===== src/rtl/uart_pkg.sv =====
// rtl/uart_pkg.sv - shared UART receive types: FSM state enum, data width, holding-register frame
// Optional macro: UART_RX_BREAK_EN adds the BRK_WAIT state.
package uart_pkg;

    localparam int DATA_BITS = 8;

    typedef enum logic [2:0] {
        IDLE     = 3'd0,
        START    = 3'd1,
        DATA     = 3'd2,
        PARITY   = 3'd3,
`ifdef UART_RX_BREAK_EN
        STOP     = 3'd4,
        BRK_WAIT = 3'd5
`else
        STOP     = 3'd4
`endif
    } rx_state_t;

    typedef struct packed {
        logic [DATA_BITS-1:0] data;
        logic                 parity_error;
        logic                 framing_error;
        logic                 break_detect;
    } rx_frame_t;

endpackage


===== src/rtl/parity_checker.sv =====
// rtl/parity_checker.sv - combinational parity check of a received byte against its parity bit
// Ports: rsr_data (received byte), received_parity (sampled parity bit),
//        pen/eps/sp (parity enable, even select, stick parity), parity_error (1 = mismatch).
// Stick parity forces the expected bit to ~eps; otherwise even/odd parity over rsr_data.
module parity_checker
    import uart_pkg::*;
(
    input  logic [DATA_BITS-1:0] rsr_data,
    input  logic                 received_parity,
    input  logic                 pen,
    input  logic                 eps,
    input  logic                 sp,
    output logic                 parity_error
);

    logic expected_bit;

    always_comb begin
        expected_bit = 1'b0;
        if (sp) begin
            expected_bit = ~eps;
        end else if (eps) begin
            expected_bit = ^rsr_data;
        end else begin
            expected_bit = ~^rsr_data;
        end
        parity_error = pen & (received_parity != expected_bit);
    end

endmodule


===== src/rtl/uart_rx_ctrl.sv =====
// rtl/uart_rx_ctrl.sv - UART receive sequencer with oversampling FSM and single-entry holding register
// Ports: clk, rst_n (async active-low), baud_tick (OVERSAMPLE x baud strobe), rxd (async serial in),
//        pen/eps/sp (parity config, latched at start confirm), rx_ready (consumer accept),
//        rx_data/rx_valid/parity_error/framing_error/break_detect (holding register),
//        overrun_error (one-cycle pulse on a dropped frame).
// Optional macro: UART_RX_BREAK_EN enables break detection and the BRK_WAIT state.
module uart_rx_ctrl
    import uart_pkg::*;
#(
    parameter int OVERSAMPLE = 16
) (
    input  logic                 clk,
    input  logic                 rst_n,
    input  logic                 baud_tick,
    input  logic                 rxd,
    input  logic                 pen,
    input  logic                 eps,
    input  logic                 sp,
    input  logic                 rx_ready,
    output logic [DATA_BITS-1:0] rx_data,
    output logic                 rx_valid,
    output logic                 parity_error,
    output logic                 framing_error,
    output logic                 overrun_error,
    output logic                 break_detect
);

    localparam int CW = $clog2(OVERSAMPLE);
    localparam logic [CW-1:0] HALF_CNT = CW'(OVERSAMPLE / 2 - 1);
    localparam logic [CW-1:0] FULL_CNT = CW'(OVERSAMPLE - 1);
    localparam logic [2:0]    LAST_BIT = 3'(DATA_BITS - 1);

    logic                 sync1, rxs;
    rx_state_t            state;
    logic [CW-1:0]        samp_cnt;
    logic [2:0]           bit_cnt;
    logic [DATA_BITS-1:0] rsr;
    logic                 received_parity;
    logic                 pen_q, eps_q, sp_q;
    logic                 chk_parity_error;
    logic                 is_break;
    logic                 stop_done;
    rx_frame_t            hold;
    logic                 valid_q;
    logic                 overrun_q;

    always_ff @(posedge clk or negedge rst_n) begin
        if (!rst_n) begin
            sync1 <= 1'b1;
            rxs   <= 1'b1;
        end else begin
            sync1 <= rxd;
            rxs   <= sync1;
        end
    end

    parity_checker u_parity_checker (
        .rsr_data        (rsr),
        .received_parity (received_parity),
        .pen             (pen_q),
        .eps             (eps_q),
        .sp              (sp_q),
        .parity_error    (chk_parity_error)
    );

    // A break is an all-zero frame: data, parity (when present) and stop all low.
`ifdef UART_RX_BREAK_EN
    assign is_break = (rsr == '0) && !(pen_q && received_parity) && !rxs;
`else
    assign is_break = 1'b0;
`endif

    assign stop_done = (state == STOP) && baud_tick && (samp_cnt == FULL_CNT);

    always_ff @(posedge clk or negedge rst_n) begin
        if (!rst_n) begin
            state           <= IDLE;
            samp_cnt        <= '0;
            bit_cnt         <= '0;
            rsr             <= '0;
            received_parity <= 1'b0;
            pen_q           <= 1'b0;
            eps_q           <= 1'b0;
            sp_q            <= 1'b0;
        end else if (baud_tick) begin
            case (state)
                IDLE: begin
                    if (!rxs) begin
                        samp_cnt <= '0;
                        state    <= START;
                    end
                end
                START: begin
                    if (samp_cnt == HALF_CNT) begin
                        if (rxs) begin
                            state <= IDLE;
                        end else begin
                            pen_q    <= pen;
                            eps_q    <= eps;
                            sp_q     <= sp;
                            samp_cnt <= '0;
                            bit_cnt  <= '0;
                            state    <= DATA;
                        end
                    end else begin
                        samp_cnt <= samp_cnt + 1'b1;
                    end
                end
                DATA: begin
                    if (samp_cnt == FULL_CNT) begin
                        samp_cnt <= '0;
                        rsr      <= {rxs, rsr[DATA_BITS-1:1]};
                        bit_cnt  <= bit_cnt + 1'b1;
                        if (bit_cnt == LAST_BIT) begin
                            state <= pen_q ? PARITY : STOP;
                        end
                    end else begin
                        samp_cnt <= samp_cnt + 1'b1;
                    end
                end
                PARITY: begin
                    if (samp_cnt == FULL_CNT) begin
                        samp_cnt        <= '0;
                        received_parity <= rxs;
                        state           <= STOP;
                    end else begin
                        samp_cnt <= samp_cnt + 1'b1;
                    end
                end
                STOP: begin
                    if (samp_cnt == FULL_CNT) begin
                        samp_cnt <= '0;
`ifdef UART_RX_BREAK_EN
                        state    <= is_break ? BRK_WAIT : IDLE;
`else
                        state    <= IDLE;
`endif
                    end else begin
                        samp_cnt <= samp_cnt + 1'b1;
                    end
                end
`ifdef UART_RX_BREAK_EN
                BRK_WAIT: begin
                    if (rxs) begin
                        state <= IDLE;
                    end
                end
`endif
                default: state <= IDLE;
            endcase
        end
    end

    // Holding register: a completing frame wins over a same-cycle read, which
    // frees the slot for it; a full slot with no read drops the new frame.
    always_ff @(posedge clk or negedge rst_n) begin
        if (!rst_n) begin
            hold      <= '0;
            valid_q   <= 1'b0;
            overrun_q <= 1'b0;
        end else begin
            overrun_q <= 1'b0;
            if (stop_done) begin
                if (!valid_q || rx_ready) begin
                    hold.data          <= rsr;
                    hold.parity_error  <= chk_parity_error;
                    hold.framing_error <= ~rxs;
                    hold.break_detect  <= is_break;
                    valid_q            <= 1'b1;
                end else begin
                    overrun_q <= 1'b1;
                end
            end else if (rx_ready && valid_q) begin
                valid_q <= 1'b0;
            end
        end
    end

    assign rx_data       = hold.data;
    assign parity_error  = hold.parity_error;
    assign framing_error = hold.framing_error;
    assign break_detect  = hold.break_detect;
    assign rx_valid      = valid_q;
    assign overrun_error = overrun_q;

endmodule


===== config.mk =====
export PLATFORM = sky130hd
export DESIGN_NAME = uart_rx_ctrl
export DESIGN_NICKNAME = d
export VERILOG_FILES = /design/src/rtl/uart_pkg.sv /design/src/rtl/parity_checker.sv /design/src/rtl/uart_rx_ctrl.sv
export SDC_FILE = /design/constraint.sdc
export NUM_CORES = 1
export LEC_CHECK = 0
export CAP_MARGIN = 20
export CORE_AREA = 2 2 58 60
export DETAILED_ROUTE_END_ITERATION = 8
export DIE_AREA = 0 0 60 62
export GPL_TIMING_DRIVEN = 1
export HOLD_SLACK_MARGIN = 0.08
export MAX_ROUTING_LAYER = met4
export PLACE_DENSITY = 0.84
export SYNTH_ARGS = -nofsm -noshare
export SYNTH_HDL_FRONTEND = slang
export SYNTH_HIERARCHICAL = 1
export SYNTH_SLANG_ARGS = --single-unit

===== constraint.sdc =====
create_clock -name clk -period 4.2 [get_ports clk]
set_input_delay 0.63 -clock clk [delete_from_list [all_inputs] [get_ports clk]]
set_output_delay 0.63 -clock clk [all_outputs]
set_load 0.02 [all_outputs]

### After elaboration in Yosys (flattened, before gate mapping)

Index checks and enable logic that the tools add are counted.

| storage, ports and cells | value |
|---|---|
| register bits after elaboration | 36 |
| input bits | 8 |
| output and inout port bits | 13 |
| word-level logic and storage cells | 80 |

| operators by class | value |
|---|---|
| $add $sub $neg | 2 |
| equality and inequality tests | 16 |
| multiplexer cells | 24 |
| bitwise logic cells | 3 |
| reductions and logical operators | 20 |

Operator list:

| cell | count |
|---|---|
| 3-bit 2-to-1 mux | 10 |
| 3-bit one-hot mux with 5 select lines | 1 |
| 4-bit 2-to-1 mux | 3 |
| 2-bit inequality test, second input constant | 6 |
| 4-bit one-hot mux with 3 select lines | 1 |
| 8-bit XNOR reduction | 1 |
| 8-bit XOR reduction | 1 |
| 1-bit 2-to-1 mux | 7 |
| 7-bit AND reduction | 1 |
| 3-bit by 2-bit == test with 1-bit output, second input constant | 2 |
| 3-bit == test, second input constant | 2 |
| 3-bit one-hot mux with 2 select lines | 1 |
| 2-bit AND reduction | 3 |
| 3-bit AND reduction | 2 |
| 5-bit AND reduction | 1 |
| 4-bit by 1-bit adder with 4-bit output, second input constant | 1 |
| 4-bit by 3-bit == test with 1-bit output, second input constant | 1 |
| 4-bit == test, second input constant | 1 |
| 2-bit by 1-bit inequality test with 1-bit output, second input constant | 2 |
| 4-bit AND reduction | 1 |
| 2-bit nonzero test | 2 |
| 3-bit by 1-bit adder with 3-bit output, second input constant | 1 |
| 3-bit by 1-bit == test with 1-bit output, second input constant | 1 |
| 1-bit logical AND | 3 |
| 9 further kinds | 10 |

### Depth between registers and ports, before layout

Gate-level depths: netlist (run 1).

| depth | value |
|---|---|
| word-level depth | 5 |
| gate-level depth with buffers | 6 |
| mapped depth without buffers | 6 |

### By module

The synthesis (run 1) kept the hierarchy.

By module, submodules not included:

| module | instances | cells each | area each (sq um) | seq. area each (sq um) |
|---|---|---|---|---|
| uart_rx_ctrl | 1 | 137 | 1660.3 | 903.4 |
| parity_checker | 1 | 11 | 88.8 | 0.0 |

### Least setup slack after synthesis (run 1)

No wires, ideal clock.

| timing | value |
|---|---|
| kind | input to register |
| start point | input baud_tick |
| end point | register framing_error (netlist name) |
| setup time | 0.125 ns |
| data arrival time | 1.849 ns |
| required time | 4.075 ns |
| slack | 2.226 ns |
| stages | 6 |
| buffers on the path | 2 |
| path through | buf_2 -> inv_1 -> or3_4 -> nor2b_2 -> buf_6 -> mux2_2 |

| on the way | value |
|---|---|
| word-level cells in the longest chain between the ends | 3 |

Ends and longest elaborated chain:

| what | RTL line | text |
|---|---|---|
| start, declared | uart_rx_ctrl.sv:14 | `input logic baud_tick,` |
| 1-bit logical AND (2 in series) | uart_rx_ctrl.sv:73 | `assign stop_done = (state == STOP) && baud_tick && (samp_cnt == FULL_CNT);` |
| 2-bit AND reduction (no source line) | -- |  |

Every way passes these cells.
A chain may end at the register's enable or synchronous reset.

### Final worst setup path (run 1)

| timing | value |
|---|---|
| start point | input baud_tick |
| end point | register hold, in the netlist rx_data[3] |

| on the way | value |
|---|---|
| word-level cells in the longest chain between the ends | 3 |

Ends and longest elaborated chain:

| what | RTL line | text |
|---|---|---|
| 1-bit logical AND (2 in series) | uart_rx_ctrl.sv:73 |  |
| 2-bit AND reduction (no source line) | -- |  |
| end, declared | uart_rx_ctrl.sv:43 | `rx_frame_t hold;` |

Every way passes these cells.

==> out/metrics.yaml, run 1 <==
status: "finished, final reports clean"
final_area_um2: 2020
startpoint_type: "input pin"
rows: 21
dieArea_um2: 3720
synthCells: 148
min_period_ns: 2.56
grt_antenna_before_repair: 0
max_cap_violations: 0
powerDensity_nw_per_um2: 507
holdBufCountCts: 0
drcViolationCount: 0
n_antenna_cell: 0
die_x_um: 60
drt_wl_total_um: 3090
timing.final.crit_share: 0.608
dpl.hpwl_um: 2290
clk_path_buf_depth: 2
gr-usage-all-layers: 0.194
hold_viol: 0
ctsResizeCount: 0
ys_ff_latch: 36
synth_async_sr_flop_share: 1.00
worst_pin_slew_ns: 0.538
regArea_um2: 903
pwr-share-seq: 0.489
drt_iter0_markers: 26
vias: 1166
synth_edf_count: 0
place_area_um2: 1950
area_growth_pct: 15.7
post-cts-setup-buffers: 0
avgSynthCellArea_um2: 11.8
yosysSeqAreaShare: 0.516
core_area_um2: 3180
fin_hold_ws_ns: 0.361
grtUsageMet3: 0.0455
max_freq_mhz: 391
grt_pass1_wl_um: 5030
p_comb_frac: 0.288
clk_pin_slew_worst_paths_ns: 0.10
ant_nets: 0
cpMaxStageDelayCell: "clkdlybuf4s50_1"
clock-sinks: 36
finalClockSkew_ns: 0.0133
finalMaxSlewViolations: 0
setup_violations: 0
fp.dieH_um: 62
htreeDepth: 2
grt-ovfl-total: 0
leakage_nw: 0.938
drive_gt1_frac: 0.222
cellInternalPower_mw: 0.690
min_path_type: "reg2reg"
synth_area_leaders: "dfrtp_1 49%, mux2_2 14%, xnor2_1 3.5%"
relSlewSlack: 0.639
end_kind: "flop"
wl_per_cell_um: 14.5
rsz0062_at_grt: "false"
nNetsFinal: 177
swShare: 0.329
clk_latency_ns: 0.33
synth_nets: 159
vdd_drop_max_uv: 224
root_buffer: "clkbuf_4"
multiInputGateArea_um2: 767
grt_pass1_vias: 1146
gr-max-usage-layer: "met2"
critPathMaxFanout: 10
cts-buffers-inserted: 5
total_power_mw: 1.03
place.gp.congestion: 0.841
synth_top_area_cell: "dfrtp_1"
worstPathRequired_ns: 4.41
grt_util_met2: 0.325
crit_chain: "clkdlybuf4s50_1 > inv_1 > or3_4 > nor2b_2 > mux2_2"
worst-setup-path-type: "in2reg"
firstDrtPassIters: 5
cts_tree: "done"
port-buffer-count: 19
use_met1: 0.220
stdcell_count: 213
grt_max_degree: 37
synth_top_area_frac: 0.486
dpl.cell_count: 205
worstPathArrival_ns: 2.77
start_util: 0.550
viasPerCell: 5.47
power.clock.fraction: 0.223
synthFlopType: "dfrtp_1"
synth.cell_area_um2: 1750
switchingPower_mw: 0.337
ys_types: 43
critPathMaxStageDelay_ns: 0.66
setup_tns_ns: 0
num_io_pins: 21
nFillCells: 250
ys_warn_count: 6
[cells in the mapped netlist (all sizes together) (3+ instances only)]
cell,n
ha,3
nor2,6
mux2,22
o21ai,5
inv,6
a31oi,3
a21oi,5
dfrtp,34
nand2,8
or3,3
mux2i,3
xnor2,7
buf,8
[power groups by stage]
stage                     Sequential (mW)  Combinational [mW]  Clock (mW)
after floorplan                     0.451               0.287           0
after global placement              0.500               0.279           0
after detailed placement            0.505               0.298           0
after CTS                           0.499               0.298       0.239
after global routing                0.514               0.336       0.255
final                               0.502               0.296       0.229
[metal layers]
layer,up-vias,share of wire
met1,555,0.43
met2,47,0.50
met5,-,0
met3,5,0.049
li1,559,-
met4,0,0.015
[area by class of cell]
| cell class | count | area share |
|---|---|---|
| clock buffers | 6 | 0.0204 |
| clock inverters | 2 | 0.0173 |
| inverters | 6 | 0.0111 |
| multi-input cells | 97 | 0.379 |
| flip-flops and latches | 36 | 0.446 |
| well taps | 46 | 0.0284 |
| repair buffers | 20 | 0.0977 |
[logic make-up after synthesis]
family | share of synthesized area
adders and majority gates | 0.0215
DFF | 0.516
other | 0.00214
xor gates and xnor gates | 0.0451
and+or+nand+nor | 0.111
muxes | 0.159
AOI/OAI and AO/OA | 0.100
buffers and inverters | 0.0451
[metrics by stage]
step            util  setup WS (ns)
2_1_floorplan      -           2.23
3_3_place_gp   0.613           1.43
3_5_place_dp   0.613           1.30
4_1_cts        0.637           1.66
5_1_grt        0.637           1.60
6_report       0.637           1.64
[cells in the final DEF, fill, tap and decap left out, types with 2 or more instances in the layout]
master,count
clkdlybuf4s50_1,19
nand2_1,8
or3_1,2
xnor2_1,7
xor2_1,2
nand2b_1,2
mux2i_1,3
nor2_1,6
clkbuf_4,5
a311o_1,2
nand3_1,2
or4_1,2
dfstp_2,2
dfrtp_1,34
o211a_1,2
ha_1,3
o21ai_0,5
a21oi_1,5
inv_1,6
a31oi_1,3
and3_1,2
mux2_2,22
[path summary, 6_finish.rpt]
check,cells past startpoint,start,end,slack (ns)
min in group asynchronous,2,rst_n,framing_error,0.72
worst min-delay path,0,sync1,rxs,0.36
max in group asynchronous,2,rst_n,rxs,3.14
worst min register to register,0,sync1,rxs,0.36
worst max-delay path,5,baud_tick,rx_data[3],1.64
worst max register to register,4,state[1],rx_data[3],1.90
[flip-flops by register name (all words and copies together), names as in the netlist]
name / count
overrun_error: 1
rx_data: 8
framing_error: 1
state: 3
sp_q: 1
sync1: 1
pen_q: 1
samp_cnt: 4
rsr: 8
rx_valid: 1
rxs: 1
received_parity: 1
parity_error: 1
eps_q: 1
bit_cnt: 3
[critical path: cells and delay by family]
kind	cells	cell delay, ns
buf+inv	2	0.84
mux	1	0.41
simple gates	2	0.89
Note: power is estimated with default switching activity, not from simulation.
==> run 2: changes to the inputs <==
--- a/config.mk
+++ b/config.mk
@@ -6,13 +6,13 @@
 export NUM_CORES = 1
 export LEC_CHECK = 0
 export CAP_MARGIN = 20
-export CORE_AREA = 2 2 58 60
+export CORE_AREA = 2 2 63 65
 export DETAILED_ROUTE_END_ITERATION = 8
-export DIE_AREA = 0 0 60 62
+export DIE_AREA = 0 0 65 67
 export GPL_TIMING_DRIVEN = 1
 export HOLD_SLACK_MARGIN = 0.08
 export MAX_ROUTING_LAYER = met4
-export PLACE_DENSITY = 0.84
+export PLACE_DENSITY = 0.76
 export SYNTH_ARGS = -nofsm -noshare
 export SYNTH_HDL_FRONTEND = slang
 export SYNTH_HIERARCHICAL = 1
==> constraint.sdc (replaced) <==
create_clock -name clk -period 2.2 [get_ports clk]
set_input_delay 0.33 -clock clk [delete_from_list [all_inputs] [get_ports clk]]
set_output_delay 0.33 -clock clk [all_outputs]
set_load 0.02 [all_outputs]
==> run 2 against run 1 <==
Compared with the run above:
- sequential power is 79% higher
- critical endpoint is now rx_data[7]
- clock skew down 0.0081 ns
- power grew 98%
==> out/metrics.yaml, run 2 (same netlist as run 1, synthesis figures left out) <==
startpoint_type: "flop"
clock-sinks: 36
start_util: 0.485
relSlewSlack: 0.656
cp_top_family: "simple AND/OR/NAND/NOR gates"
viasPerCell: 5.35
grt_max_degree: 37
cpMaxStageDelayCell: "or3_4"
utilization: 0.583
regArea_um2: 903
cts_tree: "done"
dieArea_um2: 4360
vdd_drop_max_uv: 518
worst_pin_slew_ns: 0.513
reg2reg_from: "samp_cnt[0]"
min_period_ns: 2.00
rr_endpoint: "rx_data[7]"
critPathMaxStageDelay_ns: 0.42
core_area_um2: 3610
ant_nets: 0
clk_pin_slew_worst_paths_ns: 0.07
grt_pass1_wl_um: 5240
worstPathArrival_ns: 2.17
endpoint: "rx_data[7]"
holdBufCountCts: 0
grt_antenna_before_repair: 0
final_common_cell: "dfrtp_1"
crit_chain: "ha_1 > nand3_1 > or3_4 > nor2b_2 > buf_12 > mux2_2"
ff2ff_setup_slack_ns: 0.20
drt_wl_total_um: 3090
final_area_um2: 2100
leakage_nw: 0.974
area_growth_pct: 20.2
place_area_um2: 2010
critPathMaxFanout: 10
worst-setup-path-type: "reg2reg"
place_ws_ns: 0.0992
final_cell_mix: "34 x dfrtp_1, 22 x mux2_2, 19 x clkdlybuf4s50_1, 8 x nand2_1, 7 x xnor2_1"
cts-buffers-inserted: 5
root_buffer: "clkbuf_8"
clk_latency_ns: 0.28
place.gp.congestion: 0.861
port-buffer-count: 19
clk_path_buf_depth: 2
n_antenna_cell: 0
ctsResizeCount: 0
hold_viol: 0
powerDensity_nw_per_um2: 969
setup_violations: 0
path_depth: 6
firstDrtPassIters: 4
drcViolationCount: 0
max_freq_mhz: 500
dpl.hpwl_um: 2260
end_kind: "flop"
gr-usage-all-layers: 0.167
drt_iter0_markers: 36
cp_num_buf_inv: 1
final.setup.worst_slack_ns: 0.201
grt_pass1_vias: 1176
fp.dieH_um: 67
wl_per_cell_um: 14.0
post-cts-setup-buffers: 0
finalMaxSlewViolations: 0
max_cap_violations: 0
grt-ovfl-total: 0
nFillCells: 296
nNetsFinal: 183
finalClockSkew_ns: 0.00512
num_io_pins: 21
crit_start: "samp_cnt[0]"
htreeDepth: 2
reg2regPathDepth: 6
setup_tns_ns: 0
status: "finished, final reports clean"
drive_gt1_frac: 0.249
multiInputGateArea_um2: 767
die_x_um: 65
timing.final.crit_share: 0.909
worstPathRequired_ns: 2.37
vias: 1182
rows: 22
min_path_type: "reg2reg"
rsz0062_at_grt: "false"
## run 2: area by class of cell
class                           count  area share
Inverter                            6      0.0107
Tap cell                           48      0.0286
Timing Repair Buffer               26       0.121
Multi-Input combinational cell     97       0.365
Clock inverter                      1     0.00357
Clock buffer                        7      0.0411
Sequential cell                    36       0.430
## run 2: worst min-delay path by stage
stage                     depth (start not counted)  start          to
final                                             0  sync1         rxs
after global routing                              0  sync1         rxs
after CTS                                         0  sync1         rxs
after detailed placement                          0  sync1         rxs
after global placement                            0  sync1         rxs
after floorplan                                   0  rst_n  bit_cnt[0]
## run 2: routing by layer
| metal | vias up | global-route usage | part of all wire |
|---|---|---|---|
| met5 | - | - | 0 |
| met2 | 34 | 0.274 | 0.51 |
| met1 | 574 | 0.192 | 0.44 |
| met3 | 6 | 0.0405 | 0.044 |
| li1 | 568 | - | - |
| met4 | 0 | 0.0824 | 0.015 |
## run 2: report_power, final
part	internal (mW)	total, mW	switching, mW	leakage [nW]
Sequential	0.789	0.897	0.108	0.472
Clock	0.254	0.475	0.221	0.0445
Combinational	0.328	0.665	0.337	0.457
## run 2: metrics by stage
| step | total power [mW] | hold WS [ns] | instances |
|---|---|---|---|
| floorplan | 1.41 | 0.0344 | 148 |
| global placement | 1.52 | 0.348 | 213 |
| detailed placement | 1.57 | 0.347 | 213 |
| CTS | 2.05 | 0.361 | 221 |
| global route | 2.18 | 0.367 | 221 |
| finish | 2.04 | 0.357 | 221 |
==> run 3: changes to the inputs <==
--- a/config.mk
+++ b/config.mk
@@ -6,13 +6,13 @@
 export NUM_CORES = 1
 export LEC_CHECK = 0
 export CAP_MARGIN = 20
-export CORE_AREA = 2 2 63 65
+export CORE_AREA = 2 2 60 62
 export DETAILED_ROUTE_END_ITERATION = 8
-export DIE_AREA = 0 0 65 67
+export DIE_AREA = 0 0 62 64
 export GPL_TIMING_DRIVEN = 1
 export HOLD_SLACK_MARGIN = 0.08
 export MAX_ROUTING_LAYER = met4
-export PLACE_DENSITY = 0.76
+export PLACE_DENSITY = 0.79
 export SYNTH_ARGS = -nofsm -noshare
 export SYNTH_HDL_FRONTEND = slang
 export SYNTH_HIERARCHICAL = 1
==> constraint.sdc (replaced) <==
create_clock -name clk -period 2.1 [get_ports clk]
set_input_delay 0.315 -clock clk [delete_from_list [all_inputs] [get_ports clk]]
set_output_delay 0.315 -clock clk [all_outputs]
set_load 0.02 [all_outputs]
==> run 3 against run 2 <==
Compared with the run above:
- register-to-register slack lost 0.06 ns
- setup slack got worse by 0.062 ns
- sequential power is 5.1% higher
- critical path type unchanged
- largest power group unchanged
==> out/metrics.yaml, run 3 (same netlist as run 1, synthesis figures left out) <==
status: "finished, final reports clean"
hold_viol: 0
critPathMaxFanout: 10
die_x_um: 62
grt_pass1_wl_um: 5630
drive_gt1_frac: 0.264
drt_wl_total_um: 3250
grt-ovfl-total: 0
finalMaxSlewViolations: 0
nNetsFinal: 184
powerDensity_nw_per_um2: 1010
min_path_type: "reg2reg"
place_area_um2: 2010
startpoint_type: "flop"
holdBufCountCts: 0
clk_path_buf_depth: 2
clk_latency_ns: 0.34
port-buffer-count: 19
worstPathRequired_ns: 2.33
setup_violations: 0
regArea_um2: 903
htreeDepth: 2
gr-usage-all-layers: 0.198
worstPathArrival_ns: 2.19
viasPerCell: 5.44
end_kind: "flop"
drcViolationCount: 0
core_area_um2: 3280
multiInputGateArea_um2: 769
clk_pin_slew_worst_paths_ns: 0.10
leakage_nw: 0.973
final_cell_mix: "34 x dfrtp_1, 22 x mux2_2, 19 x clkdlybuf4s50_1, 8 x nand2_1"
dpl.hpwl_um: 2420
crit_start: "samp_cnt[1]"
grt_antenna_before_repair: 0
max_cap_violations: 0
min_period_ns: 1.96
vdd_drop_max_uv: 750
fp.dieH_um: 64
firstDrtPassIters: 4
fin_hold_ws_ns: 0.368
drt_iter0_markers: 74
vias: 1196
area_growth_pct: 19.8
stdcell_count: 220
rows: 21
grt_max_degree: 37
num_io_pins: 21
root_buffer: "clkbuf_4"
hold_start: "sync1"
grt_pass1_vias: 1262
nFillCells: 250
start_util: 0.533
cts_tree: "done"
clock-sinks: 36
rsz0062_at_grt: "false"
place.gp.congestion: 0.874
worst-setup-path-type: "reg2reg"
reg2reg_from: "samp_cnt[1]"
timing.final.crit_share: 0.934
final_area_um2: 2100
finalClockSkew_ns: 0.00844
final_common_cell: "dfrtp_1"
setup_tns_ns: 0
wl_per_cell_um: 14.8
max_freq_mhz: 510
n_antenna_cell: 0
ant_nets: 0
dpl.cell_count: 212
cts-buffers-inserted: 5
dieArea_um2: 3970
==> run 3: metal layers <==
layer	vias to the layer above	part of all wire	global-route usage
li1	572	-	-
met1	589	0.46	0.248
met2	28	0.48	0.299
met3	7	0.040	0.0547
met4	0	0.022	0.0798
met5	-	0	-
==> run 3: what timing repair did <==
action                                  CTS  global route
gates resized for setup                   0             1
endpoints found under the setup margin    0            10
buffers inserted                          0             0
hold endpoints to repair                  0             0
==> run 3: final timing paths <==
| path | endpoint | slack [ns] | depth (start not counted) |
|---|---|---|---|
| setup / recovery | rx_data[5] | 0.14 | 6 |
| hold / removal | rxs | 0.37 | 0 |
| setup reg to reg | rx_data[5] | 0.14 | 6 |
| hold reg to reg | rxs | 0.37 | 0 |
| max in group asynchronous | rxs | 1.37 | 2 |
| min in group asynchronous | rx_valid | 0.38 | 2 |
==> run 3: critical path, stage by stage, from the launching register on <==
cell and delay [ns]:
dfrtp_1 0.39, ha_2 0.24, nand3_1 0.15, or3_4 0.42, nor2b_2 0.16, buf_12 0.14
mux2_2 0.34
==> run 3: power breakdown <==
group	leakage (nW)	internal, mW	switching, mW
clock	0.0412	0.248	0.232
combinational	0.460	0.347	0.351
sequential	0.472	0.825	0.117
==> run 3: layout make-up <==
cell class | count | area share
timing repair buffer | 27 | 0.125
inverter | 6 | 0.0107
tap | 46 | 0.0275
clock inverter | 3 | 0.0203
sequential | 36 | 0.431
multi-input combinational | 97 | 0.367
clock buffer | 5 | 0.0179
==> run 3: per-stage QoR <==
stage          setup slack (ns)  power [mW]   util
2_1_floorplan             0.302        1.47      -
3_3_place_gp              0.101        1.61  0.613
3_5_place_dp             0.0641        1.65  0.613
4_1_cts                  0.0961        2.13  0.637
5_1_grt                  0.0182        2.27  0.638
6_report                  0.139        2.12  0.638
